===== src/rtl/multicycle_ctrl.sv =====
// ============================================================================
//  Module      : multicycle_ctrl
//  Description : Multicycle MIPS-subset control unit (IF/ID/EXE/MEM/WB/HALT)
//                with a retired-instruction counter.
//  Revision    : 1.0 - initial release
// ============================================================================
`default_nettype none

module multicycle_ctrl #(
  parameter int ILLEGAL_TRAP = 1
) (
  input  logic        clk,
  input  logic        rst_n,
  input  logic [5:0]  opcode,
  input  logic [5:0]  funct,
  input  logic        zero,
  input  logic        mem_ready,
  output logic        mem_rd,
  output logic        mem_we,
  output logic        ir_we,
  output logic        pc_we,
  output logic [1:0]  pc_src,
  output logic [1:0]  ext_op,
  output logic        alu_src,
  output logic [2:0]  alu_op,
  output logic        reg_dst,
  output logic        mem_to_reg,
  output logic        reg_we,
  output logic        halted,
  output logic [31:0] retired
);

  localparam logic [5:0] c_OP_R    = 6'b000000;
  localparam logic [5:0] c_OP_ADDI = 6'b001000;
  localparam logic [5:0] c_OP_ANDI = 6'b001100;
  localparam logic [5:0] c_OP_ORI  = 6'b001101;
  localparam logic [5:0] c_OP_LUI  = 6'b001111;
  localparam logic [5:0] c_OP_LW   = 6'b100011;
  localparam logic [5:0] c_OP_SW   = 6'b101011;
  localparam logic [5:0] c_OP_BEQ  = 6'b000100;
  localparam logic [5:0] c_OP_J    = 6'b000010;

  localparam logic [5:0] c_FN_ADD  = 6'b100000;
  localparam logic [5:0] c_FN_SUB  = 6'b100010;
  localparam logic [5:0] c_FN_AND  = 6'b100100;
  localparam logic [5:0] c_FN_OR   = 6'b100101;
  localparam logic [5:0] c_FN_SLT  = 6'b101010;

  typedef enum logic [2:0] {
    S_IF   = 3'd0,
    S_ID   = 3'd1,
    S_EXE  = 3'd2,
    S_MEM  = 3'd3,
    S_WB   = 3'd4,
    S_HALT = 3'd5
  } state_t;

  state_t      r_state;
  logic [31:0] r_retired;

  logic       w_is_r, w_is_addi, w_is_andi, w_is_ori, w_is_lui;
  logic       w_is_lw, w_is_sw, w_is_beq, w_is_j;
  logic       w_funct_ok, w_legal;
  logic [1:0] w_ext;
  logic [2:0] w_alu_op;
  logic       w_alu_src;
  logic       w_retire;

  assign w_is_r    = (opcode == c_OP_R);
  assign w_is_addi = (opcode == c_OP_ADDI);
  assign w_is_andi = (opcode == c_OP_ANDI);
  assign w_is_ori  = (opcode == c_OP_ORI);
  assign w_is_lui  = (opcode == c_OP_LUI);
  assign w_is_lw   = (opcode == c_OP_LW);
  assign w_is_sw   = (opcode == c_OP_SW);
  assign w_is_beq  = (opcode == c_OP_BEQ);
  assign w_is_j    = (opcode == c_OP_J);

  assign w_funct_ok = (funct == c_FN_ADD) || (funct == c_FN_SUB) ||
                      (funct == c_FN_AND) || (funct == c_FN_OR)  ||
                      (funct == c_FN_SLT);

  assign w_legal = (w_is_r && w_funct_ok) || w_is_addi || w_is_andi ||
                   w_is_ori || w_is_lui || w_is_lw || w_is_sw ||
                   w_is_beq || w_is_j;

  // Per-instruction datapath selects, valid whenever opcode/funct are valid
  always_comb begin
    w_ext     = 2'b00;
    w_alu_op  = 3'b000;
    w_alu_src = w_is_addi | w_is_andi | w_is_ori | w_is_lui | w_is_lw | w_is_sw;
    if (w_is_addi || w_is_lw || w_is_sw || w_is_beq) w_ext = 2'b01;
    else if (w_is_lui)                               w_ext = 2'b10;
    if (w_is_r) begin
      case (funct)
        c_FN_SUB: w_alu_op = 3'b001;
        c_FN_AND: w_alu_op = 3'b010;
        c_FN_OR:  w_alu_op = 3'b011;
        c_FN_SLT: w_alu_op = 3'b100;
        default:  w_alu_op = 3'b000;
      endcase
    end else if (w_is_andi) w_alu_op = 3'b010;
    else if (w_is_ori)      w_alu_op = 3'b011;
    else if (w_is_beq)      w_alu_op = 3'b001;
  end

  // Output decode from current state; forced to zero while reset is held so
  // an in-flight write is cut off the instant rst_n falls
  always_comb begin
    mem_rd     = 1'b0;
    mem_we     = 1'b0;
    ir_we      = 1'b0;
    pc_we      = 1'b0;
    pc_src     = 2'b00;
    ext_op     = 2'b00;
    alu_src    = 1'b0;
    alu_op     = 3'b000;
    reg_dst    = 1'b0;
    mem_to_reg = 1'b0;
    reg_we     = 1'b0;
    w_retire   = 1'b0;
    if (rst_n) begin
      case (r_state)
        S_IF: begin
          mem_rd = 1'b1;
          ir_we  = mem_ready;
          pc_we  = mem_ready;
        end
        S_ID: begin
          ext_op = w_ext;
          if (w_is_j) begin
            pc_we    = 1'b1;
            pc_src   = 2'b10;
            w_retire = 1'b1;
          end
        end
        S_EXE: begin
          ext_op  = w_ext;
          alu_src = w_alu_src;
          alu_op  = w_alu_op;
          if (w_is_beq) begin
            pc_we    = zero;
            pc_src   = 2'b01;
            w_retire = 1'b1;
          end
        end
        S_MEM: begin
          ext_op   = w_ext;
          mem_rd   = w_is_lw;
          mem_we   = w_is_sw;
          w_retire = w_is_sw & mem_ready;
        end
        S_WB: begin
          ext_op     = w_ext;
          reg_we     = 1'b1;
          reg_dst    = w_is_r;
          mem_to_reg = w_is_lw;
          w_retire   = 1'b1;
        end
        default: ;
      endcase
    end
  end

  assign halted  = (r_state == S_HALT);
  assign retired = r_retired;

  // State sequencing and retired-instruction counter (wraps silently)
  always_ff @(posedge clk or negedge rst_n) begin
    if (!rst_n) begin
      r_state   <= S_IF;
      r_retired <= 32'd0;
    end else begin
      if (w_retire) r_retired <= r_retired + 32'd1;
      case (r_state)
        S_IF:  if (mem_ready) r_state <= S_ID;
        S_ID: begin
          if (!w_legal)    r_state <= (ILLEGAL_TRAP != 0) ? S_HALT : S_IF;
          else if (w_is_j) r_state <= S_IF;
          else             r_state <= S_EXE;
        end
        S_EXE: begin
          if (w_is_beq)              r_state <= S_IF;
          else if (w_is_lw || w_is_sw) r_state <= S_MEM;
          else                       r_state <= S_WB;
        end
        S_MEM: if (mem_ready) r_state <= w_is_lw ? S_WB : S_IF;
        S_WB:   r_state <= S_IF;
        S_HALT: r_state <= S_HALT;
        default: r_state <= S_IF;
      endcase
    end
  end

endmodule

`default_nettype wire


===== config.mk =====
export PLATFORM = sky130hd
export DESIGN_NAME = multicycle_ctrl
export DESIGN_NICKNAME = d
export VERILOG_FILES = /design/src/rtl/multicycle_ctrl.sv
export SDC_FILE = /design/constraint.sdc
export NUM_CORES = 1
export LEC_CHECK = 0
export BUFFER_PORTS_ARGS = -buffer_cell sky130_fd_sc_hd__clkbuf_2
export CAP_MARGIN = 15
export CORE_UTILIZATION = 45
export CTS_CLUSTER_SIZE = 8
export DETAILED_ROUTE_END_ITERATION = 8
export GPL_ROUTABILITY_DRIVEN = 0
export PLACE_DENSITY = 0.68
export SETUP_SLACK_MARGIN = 0.2
export SLEW_MARGIN = 30
export SYNTH_ARGS = -nofsm -noshare
export SYNTH_HDL_FRONTEND = slang
export SYNTH_SLANG_ARGS = --single-unit

===== constraint.sdc =====
create_clock -name clk -period 3.4 [get_ports clk]
set_input_delay 0.85 -clock clk [delete_from_list [all_inputs] [get_ports clk]]
set_output_delay 0.85 -clock clk [all_outputs]
set_load 0.02 [all_outputs]

Word-level counts from Yosys, hierarchy flattened
Cells that the tools add are included.
{ "word_totals": {"ff_bits": 35, "word_cells": 94, "out_inout_bits": 48, "in_bits": 16} }
{ "classes": {"n_reduce_logical": 21, "n_eq_ne": 20, "addsub": 1, "n_bitwise": 6, "mux": 44} }
{ "op_table": {"columns": ["cell", "count"], "rows": [
  ["6-bit equality test (second input constant)", 7],
  ["32-bit by 1-bit adder with 32-bit output (second input constant)", 1],
  ["3-bit two-way mux", 9],
  ["6-bit by 4-bit equality test with 1-bit output (second input constant)", 4],
  ["1-bit two-way mux", 20],
  ["2-bit two-way mux", 9],
  ["1-bit logical OR", 16],
  ["3-bit one-hot mux with 5 select lines", 1],
  ["3-bit one-hot mux with 4 select lines", 1],
  ["3-bit by 2-bit equality test with 1-bit output (second input constant)", 2],
  ["3-bit equality test (second input constant)", 2],
  ["6-bit by 2-bit equality test with 1-bit output (second input constant)", 1],
  ["6-bit by 3-bit equality test with 1-bit output (second input constant)", 1],
  ["6-bit logical NOT", 1],
  ["1-bit bitwise OR", 5],
  ["2-bit != test (second input constant)", 2],
  ["1-bit one-hot mux with 4 select lines", 1],
  ["2-bit one-hot mux with 2 select lines", 1],
  ["4-bit OR reduction", 1],
  ["3-bit by 1-bit equality test with 1-bit output (second input constant)", 1],
  ["3-bit logical NOT", 1],
  ["1-bit one-hot mux with 3 select lines", 1],
  ["1-bit one-hot mux with 2 select lines", 1],
  ["2-bit AND reduction", 1],
  ["other kinds (2)", 2]
]} }

Longest topological paths before layout
Gate-level depths: netlist (run 1).
{ "depth": {"word_depth": 16, "depth_mapped": 8, "ltp_nobuf": 6} }

Worst setup path after synthesis (run 1)
No wires, ideal clock.
{ "synth_path": {"path_type": "input to output", "start": "input opcode[3]", "end": "output alu_src", "path_stages": 3, "n_path_buf": 1, "arrival_time_ps": 2296, "setup_slack_ps": 254, "cell_sequence": "clkbuf_1 -> or4b_2 -> a311oi_1"} }
{ "synth_via": {"elab_chain_cells": 8, "elab_cells_between_ends": 13} }
{ "synth_rtl": {"columns": ["element", "line_no", "text"], "rows": [
  ["from (decl)", "14", "input logic [5:0] opcode,"],
  ["6-bit by 4-bit equality test with 1-bit output, on equally long branches", "70, 71", null],
  ["1-bit bitwise OR (4 in series)", "91", "w_alu_src = w_is_addi | w_is_andi | w_is_ori | w_is_lui | w_is_lw | w_is_sw;"],
  ["1-bit bitwise OR *", "91", null],
  ["1-bit two-way mux *", "123", "case (r_state)"],
  ["1-bit two-way mux *", "122", "if (rst_n) begin"],
  ["to (decl)", "24", "output logic alu_src,"]
]} }
Mark *: on every way between the ends. The rest lies on a longest branch, timed or not.

Worst setup path in the final report (run 1)
{ "layout_path": {"start": "input opcode[1]", "end": "output alu_src"} }
The elaborated chain is that of the path after synthesis.

==> flow_metrics.tcl, run 1 <==
set metrics [dict create \
    status "finished, final reports clean" \
    ant_nets 0 \
    hold_viol 0 \
    yosysTopAreaCell "dfrtp_1" \
    core_um2 4500 \
    fp-row-count 24 \
    skew_ns 0.00907 \
    synth_top_cell_area_share 0.403 \
    grt_setup_unrepaired "yes" \
    worstMarginPinSlew_ns 0.821 \
    cts-root-buf "clkbuf_8" \
    clock-sinks 35 \
    synthCells 234 \
    cp_max_fo 10 \
    grt_pass1_wl_um 7670 \
    ys_ff_latch 35 \
    critical_path_buf_inv_count 2 \
    yosysWarnings 0 \
    synth_compound_area_frac 0.0725 \
    cp_cell_sequence "clkbuf_2 > or4b_2 > a311oi_1 > clkbuf_2" \
    synth_fa_ha_area_frac 0.00576 \
    final_core_utilization 0.578 \
    ys_seq_area_frac 0.403 \
    syn_avg_cell_area_um2 9.29 \
    dpl.hpwl_um 3420 \
    route.vias.total 1941 \
    timing.slew.headroom 0.453 \
    finalPower_mw 0.832 \
    yosys.area_share.simple 0.335 \
    syn_area_um2 2170 \
    yosys-top-cells-area "dfrtp_1 40%, xnor2_1 6.9%, xor2_1 6.0%" \
    antenna_found_initial 0 \
    path_common_cell "clkbuf_2" \
    clk_pin_slew_ns 0.07 \
    drc 0 \
    synth_mux_area_frac 0.00461 \
    timing.final.crit_period_ns 3.07 \
    overflow 0 \
    drt_pass1_iterations 4 \
    wl_um 4740 \
    h-tree-depth 2 \
    track_usage 0.191 \
    cp.arrival_ns 2.22 \
    synth_async_sr_flop_share 1.00 \
    synth_enable_flop_cells 0 \
    p_leak_nw 1.29 \
    layout-drive-gt1-share 0.276 \
    final.fill_count 428 \
    die-area_um2 5110 \
    nNetsFinal 311 \
    start_util 0.482 \
    max_freq_mhz 326 \
    finalCritPeriodShare 0.903 \
    slew_violations 0 \
    final_cell_mix "63 x clkbuf_2, 35 x dfrtp_1, 23 x nor2_1, 23 x nand2_1, 17 x xnor2_1" \
    final_common_cell "clkbuf_2" \
    drv_cap 0 \
    p_per_area_nw_per_um2 320 \
    die_h_um 71.5 \
    via_per_inst 5.61 \
    setup_viol 0 \
    synth_xor_area_frac 0.129 \
    endpoint_kind "output pin" \
    crit_type "input pin to output pin" \
    synth_top_family_by_area "simple AND/OR/NAND/NOR gates" \
    slowest_stage "or4b_2" \
    grt_pass1_vias 1652 \
    portBuffers 63 \
    cts_setup_buffers 0 \
    worst_ep_required_time_ns 2.55 \
    mappedNetlistNets 251 \
    dpl_worst_slack_ns 0.303 \
    startpoint_type "input pin" \
    cts_buffers 5 \
    tns_ns 0 \
    synth.distinct_cells 48 \
    ios 64 \
    max_stage_delay_ns 0.69 \
    cts_tree "done" \
    clk_path_buf_depth 2 \
    hp-class "flop to flop" \
    peakVddDrop_mv 0.157 \
    cp_top_family "simple AND/OR/NAND/NOR gates" \
    wl_per_cell_um 13.7 \
    clk_latency_ns 0.29 \
    grt_max_degree 40 \
    yosys_most_used_dff "dfrtp_1" \
    die_w_um 71.5 \
    drt_iter0_markers 90 \
    fin_ws_ns 0.329 \
    diodes 0 \
    syn_to_final_growth_pct 19.8 \
]
-- cells in the mapped netlist, drive strengths merged (2+ instances only) --
library cell and instances:
nor4bb 2, inv 9, nand4b 4, xnor2 17, nor2 23, o21ai 5
nor4 8, xor2 15, a21oi 3, nor2b 5, nor3b 4, nand2b 3
nand2 23, a211oi 2, dfrtp 35, clkbuf 4, nand4 13, and3 6
nand3 14, nor4b 2, buf 7, o311a 2, nor3 10, or4 2
or3 2
-- area by class of cell --
| cell class | count | area [um2] | share of cell area |
|---|---|---|---|
| inverters | 9 | 33.8 | 0.0130 |
| repair buffers | 64 | 323 | 0.124 |
| clock buffers | 6 | 72.6 | 0.0279 |
| flip-flops and latches | 35 | 876 | 0.336 |
| well taps | 52 | 65.1 | 0.0250 |
| clock inverters | 1 | 30.0 | 0.0115 |
| multi-input cells | 179 | 1200 | 0.462 |
-- logic make-up (layout without fill, tap and decap cells) --
| kind of cell | after synthesis | in the layout |
|---|---|---|
| and+or+nand+nor | 124 | 124 |
| AOI/OAI and AO/OA | 21 | 21 |
| muxes | 1 | 1 |
| buffers and inverters | 20 | 80 |
| DFF | 35 | 35 |
| adders and majority gates | 1 | 1 |
| xor gates and xnor gates | 32 | 32 |
-- registers in the layout, summed over array words and instances (netlist names) --
signal   cells
retired     32
r_state      3
-- timing repair --
item / CTS / global route
endpoints found under the setup margin: 0 / 2
gates resized for setup: 0 / 2
hold buffers: 0 / 0
-- layer usage --
| metal | track usage | share of wire | vias to the layer above |
|---|---|---|---|
| li1 | - | - | 953 |
| met5 | 0 | 0 | - |
| met4 | 0.0654 | 0.014 | 0 |
| met2 | 0.303 | 0.46 | 62 |
| met1 | 0.260 | 0.47 | 920 |
| met3 | 0.0436 | 0.054 | 6 |
-- worst reg2reg max path: cells and delay by family, from the launching register on --
kind | cells | cell delay [ns]
AO/OA/AOI/OAI | 2 | 1.08
flip-flops | 1 | 0.50
AND/OR/NAND/NOR | 2 | 0.35
XOR/XNOR | 1 | 0.18
-- through the flow --
step | area [um2] | cells | hold slack [ns]
finish | 2600 | 346 | 0.463
global route | 2600 | 346 | 0.488
CTS | 2590 | 346 | 0.471
detailed placement | 2490 | 339 | 0.462
global placement | 2490 | 339 | 0.456
floorplan | 2170 | 234 | 0.554
-- worst paths after layout --
check | to | depth (start not counted) | slack, ns | startpoint
worst max-delay path | alu_src | 4 | 0.33 | opcode[1]
worst min register to register | retired[31] | 1 | 0.46 | retired[31]
worst min-delay path | retired[31] | 1 | 0.46 | retired[31]
min in group asynchronous | retired[26] | 2 | 0.63 | rst_n
worst max register to register | retired[25] | 5 | 1.17 | r_state[0]
max in group asynchronous | retired[31] | 2 | 2.44 | rst_n
-- power breakdown --
group	total [mW]	switching [mW]	internal, mW
registers	0.421	0.00243	0.418
clock network	0.357	0.142	0.215
logic	0.0549	0.0363	0.0185
total	0.832	0.181	0.652
Power figures use the tool's default switching activity.
==> run 2: changes to the inputs <==
==> constraint.sdc (replaced) <==
create_clock -name clk -period 3.4 [get_ports clk]
set_input_delay 0.85 -clock clk [delete_from_list [all_inputs] [get_ports clk]]
set_output_delay 0.85 -clock clk [all_outputs]
set_load 0.05 [all_outputs]
==> flow_metrics.tcl, run 2 (synthesized netlist as in run 1, its figures left out) <==
set metrics [dict create \
    min_from "retired[31]" \
    cts_setup_buffers 0 \
    route.vias.total 1958 \
    slew_violations 0 \
    start_util 0.482 \
    dpl_worst_slack_ns 0.183 \
    register_area_um2 876 \
    drt_iter0_markers 114 \
    hold_viol 0 \
    hp-class "flop to flop" \
    antenna_found_initial 0 \
    fin_ws_ns 0.169 \
    cts-root-buf "clkbuf_8" \
    dpl.hpwl_um 3580 \
    wl_um 4950 \
    finalCritPeriodShare 0.950 \
    top_layer "met4" \
    endpoint "alu_op[1]" \
    crit_start "opcode[1]" \
    multi_input_area_um2 1250 \
    clock-sinks 35 \
    final_cell_mix "62 x clkbuf_2, 35 x dfrtp_1, 23 x nand2_1, 20 x nor2_1, 17 x xnor2_1" \
    cp_max_fo 10 \
    wl_met3_um 201 \
    drv_cap 0 \
    portBuffers 63 \
    cts_tree "done" \
    diodes 0 \
    largest_reg_flops 32 \
    drc 0 \
    path_common_cell "clkbuf_2" \
    timing.rr.start "r_state[0]" \
    status "finished, final reports clean" \
    layout-drive-gt1-share 0.312 \
    syn_to_final_growth_pct 21.4 \
    cp_cell_sequence "clkbuf_2 > nor4_4 > nand4b_1 > nor4_2 > nor2_1 > nor2_2 > clkbuf_2" \
    finalPower_mw 0.779 \
    final_common_cell "clkbuf_2" \
    route.met2.wl_um 2270 \
    die_h_um 71.5 \
    p_leak_nw 1.29 \
    worst_r2r_path_depth 5 \
    fp-row-count 24 \
    wl_met1_um 2430 \
    cp.arrival_ns 2.38 \
    skew_ns 0.00733 \
    overflow 0 \
    tns_ns 0 \
    die_w_um 71.5 \
    grt_max_degree 40 \
    grt_pass1_vias 1694 \
    worst_ep_required_time_ns 2.55 \
    clk_path_buf_depth 2 \
    cts_buffers 5 \
    clk_pin_slew_ns 0.07 \
    wl_per_cell_um 14.3 \
    setup_viol 0 \
    endpoint_kind "output pin" \
    p_per_area_nw_per_um2 295 \
    timing.slew.headroom 0.462 \
    peakVddDrop_mv 0.146 \
    slowest_stage "nor4_4" \
    h-tree-depth 2 \
    track_usage 0.203 \
    ios 64 \
    grt_pass1_wl_um 8250 \
    grt_setup_unrepaired "yes" \
    timing.final.crit_period_ns 3.23 \
    crit_type "input pin to output pin" \
    core_um2 4500 \
    worstMarginPinSlew_ns 0.806 \
    final.fill_count 443 \
    max_freq_mhz 310 \
    via_per_inst 5.64 \
    ant_nets 0 \
    r2r_slack_ns 1.15 \
    nNetsFinal 311 \
    reg2reg_to "retired[23]" \
    clk_latency_ns 0.29 \
    holdPathStages 1 \
    startpoint_type "input pin" \
    drt_pass1_iterations 4 \
    die-area_um2 5110 \
    max_stage_delay_ns 0.37 \
]
## run 2: cell types whose count changed in the layout (fill, tap and decap cells not counted), sizes merged
cell,change
bufinv,-1
clkinvlp,+1
clkinv,+1
## run 2: repair_timing
| action | 4_1_cts | 5_1_grt |
|---|---|---|
| endpoints found under the hold margin | 0 | 0 |
| endpoints found under the setup margin | 2 | 3 |
| resized for setup | 2 | 5 |
| hold buffers | 0 | 0 |
## run 2: per-stage QoR
| step | util | hold slack [ns] | std cells | area [um2] |
|---|---|---|---|---|
| after floorplan | - | 0.554 | 234 | 2210 |
| after global routing | 0.586 | 0.492 | 347 | 2640 |
| after detailed placement | 0.559 | 0.462 | 339 | 2520 |
| final | 0.586 | 0.465 | 347 | 2640 |
| after CTS | 0.581 | 0.471 | 347 | 2620 |
| after global placement | 0.559 | 0.455 | 339 | 2520 |
## run 2: worst min path at each step
stage                  endpoint  slack [ns]
finish              retired[31]        0.46
global route        retired[31]        0.49
CTS                 retired[31]        0.47
detailed placement  retired[31]        0.46
global placement    retired[31]        0.46
floorplan            r_state[0]        0.55
## run 2: report_power, final
part / leakage (nW) / total, mW / internal [mW] / switching (mW)
sequential: 0.473 / 0.421 / 0.418 / 0.00252
clock: 0.0412 / 0.296 / 0.143 / 0.153
combinational: 0.776 / 0.0622 / 0.0193 / 0.0429
## run 2: worst max-delay path: cells and delay by family
kind,cells,cell delay (ns)
and+or+nand+nor,5,1.06
buffers and inverters,2,0.47
## run 2: final cells by class
class	instances	share of cell area
Multi-Input combinational cell	179	0.475
Sequential cell	35	0.332
Timing Repair Buffer	64	0.123
Clock buffer	6	0.0275
Tap cell	52	0.0247
Inverter	9	0.0128
Clock inverter	2	0.00474
## run 2: metal layers
metal	track usage	vias to the layer above
li1	-	951
met1	0.309	935
met2	0.297	67
met3	0.0338	5
met4	0.0588	0
met5	0	-
==> run 3: changes to the inputs <==
--- a/config.mk
+++ b/config.mk
@@ -11,8 +11,10 @@
 export CTS_CLUSTER_SIZE = 8
 export DETAILED_ROUTE_END_ITERATION = 8
 export GPL_ROUTABILITY_DRIVEN = 0
+export GPL_TIMING_DRIVEN = 0
 export PLACE_DENSITY = 0.68
 export SETUP_SLACK_MARGIN = 0.2
+export SKIP_CTS_REPAIR_TIMING = 1
 export SLEW_MARGIN = 30
 export SYNTH_ARGS = -nofsm -noshare
 export SYNTH_HDL_FRONTEND = slang
==> flow_metrics.tcl, run 3 (synthesized netlist as in run 1, its figures left out) <==
set metrics [dict create \
    status "finished, final reports clean" \
    peakVddDrop_mv 0.141 \
    ant_nets 0 \
    clock-sinks 35 \
    dpl_worst_slack_ns 0.0603 \
    p_per_area_nw_per_um2 283 \
    wl_um 4820 \
    clk_pin_slew_ns 0.08 \
    antenna_found_initial 0 \
    worst_ep_required_time_ns 2.55 \
    power_frac_clock 0.370 \
    drv_cap 0 \
    drc 0 \
    overflow 0 \
    slew_violations 0 \
    layout-drive-gt1-share 0.336 \
    timing.slew.headroom 0.578 \
    swShare 0.249 \
    portBuffers 60 \
    clk_path_buf_depth 2 \
    cts-root-buf "clkbuf_8" \
    postPlaceCellArea_um2 2570 \
    grt_pass1_wl_um 8000 \
    die_h_um 71.5 \
    ios 64 \
    drt_pass1_iterations 4 \
    route.vias.total 1951 \
    grt_max_degree 41 \
    setup_viol 0 \
    hold_viol 0 \
    fin_area_um2 2780 \
    final_cell_mix "56 x clkbuf_2, 35 x dfrtp_1, 23 x nand2_1, 19 x nor2_1, 17 x xnor2_1" \
    stdcell_count 359 \
    grt_setup_unrepaired "yes" \
    via_per_inst 5.43 \
    tns_ns 0 \
    cp.arrival_ns 2.30 \
    die_w_um 71.5 \
    worstMarginPinSlew_ns 0.627 \
    diodes 0 \
    finalPower_mw 0.785 \
    fin_ws_ns 0.253 \
    internal-power_mw 0.590 \
    p_comb_frac 0.094 \
    finalCritPeriodShare 0.926 \
    core_um2 4500 \
    timing.final.crit_period_ns 3.15 \
    nNetsFinal 323 \
    syn_to_final_growth_pct 27.9 \
    p_switching_mw 0.195 \
    grt_pass1_vias 1691 \
    cts_tree "done" \
    p_leak_nw 1.36 \
    hp-class "input pin to async pin" \
    start_util 0.482 \
    startpoint_type "input pin" \
    dpl.hpwl_um 3550 \
    cp_max_fo 7 \
    wl_per_cell_um 13.4 \
    track_usage 0.198 \
    cts_buffers 5 \
    dpl.cell_count 346 \
    largest_reg_flops 32 \
    drt_iter0_markers 140 \
    crit_type "input pin to output pin" \
    seqPwrFrac 0.536 \
    endpoint_kind "output pin" \
    fp-row-count 24 \
    skew_ns 0.0111 \
    h-tree-depth 2 \
    final_common_cell "clkbuf_2" \
    max_freq_mhz 318 \
    worst_r2r_path_depth 7 \
    clk_latency_ns 0.29 \
    die-area_um2 5110 \
]
-- run 3: cell types whose count changed in the layout (fill, tap and decap cells not counted) --
| cell | change |
|---|---|
| buf_2 | +2 |
| buf_4 | +5 |
| buf_8 | +3 |
| nor2_2 | +1 |
| nor2_1 | -1 |
| clkbuf_2 | -6 |
| buf_6 | +6 |
| clkbuf_1 | +2 |
-- run 3: through the flow --
| stage | hold slack (ns) | util |
|---|---|---|
| floorplan | 0.554 | - |
| global placement | 0.456 | 0.571 |
| detailed placement | 0.480 | 0.571 |
| CTS | 0.488 | 0.590 |
| global route | 0.430 | 0.617 |
| finish | 0.428 | 0.617 |
-- run 3: worst max-delay path, cell delays in order --
cell and delay (ns):
buf_6 0.10, buf_6 0.12, or4b_2 0.64, a311oi_2 0.30, clkbuf_4 0.28
-- run 3: path summary, 6_finish.rpt --
path / from / endpoint / slack [ns]
worst max register to register: r_state[2] / retired[22] / 1.28
max in group asynchronous: rst_n / retired[14] / 2.74
worst min register to register: retired[31] / retired[31] / 0.48
worst min-delay path: rst_n / retired[5] / 0.43
worst max-delay path: opcode[0] / alu_src / 0.25
min in group clk: retired[31] / retired[31] / 0.48
-- run 3: power groups by stage --
stage | Combinational, mW | Sequential, mW | Clock, mW
floorplan | 0.0262 | 0.436 | 0
global placement | 0.0596 | 0.429 | 0
detailed placement | 0.0608 | 0.429 | 0
CTS | 0.0609 | 0.421 | 0.301
global route | 0.0810 | 0.421 | 0.318
finish | 0.0735 | 0.421 | 0.291
-- run 3: layout make-up --
type	instances	area, um2
Fill cell	401	1730
Multi-Input combinational cell	179	1260
Sequential cell	35	876
Timing Repair Buffer	65	369
Buffer	11	93.8
Clock buffer	6	72.6
Tap cell	52	65.1
Inverter	9	33.8
Clock inverter	2	12.5
-- run 3: layer usage --
metal / part of all wire / vias up / global-route usage
met2: 0.45 / 48 / 0.291
met5: 0 / - / 0
met4: 0.0027 / 0 / 0.0458
li1: - / 984 / -
met1: 0.50 / 917 / 0.297
met3: 0.041 / 2 / 0.0436
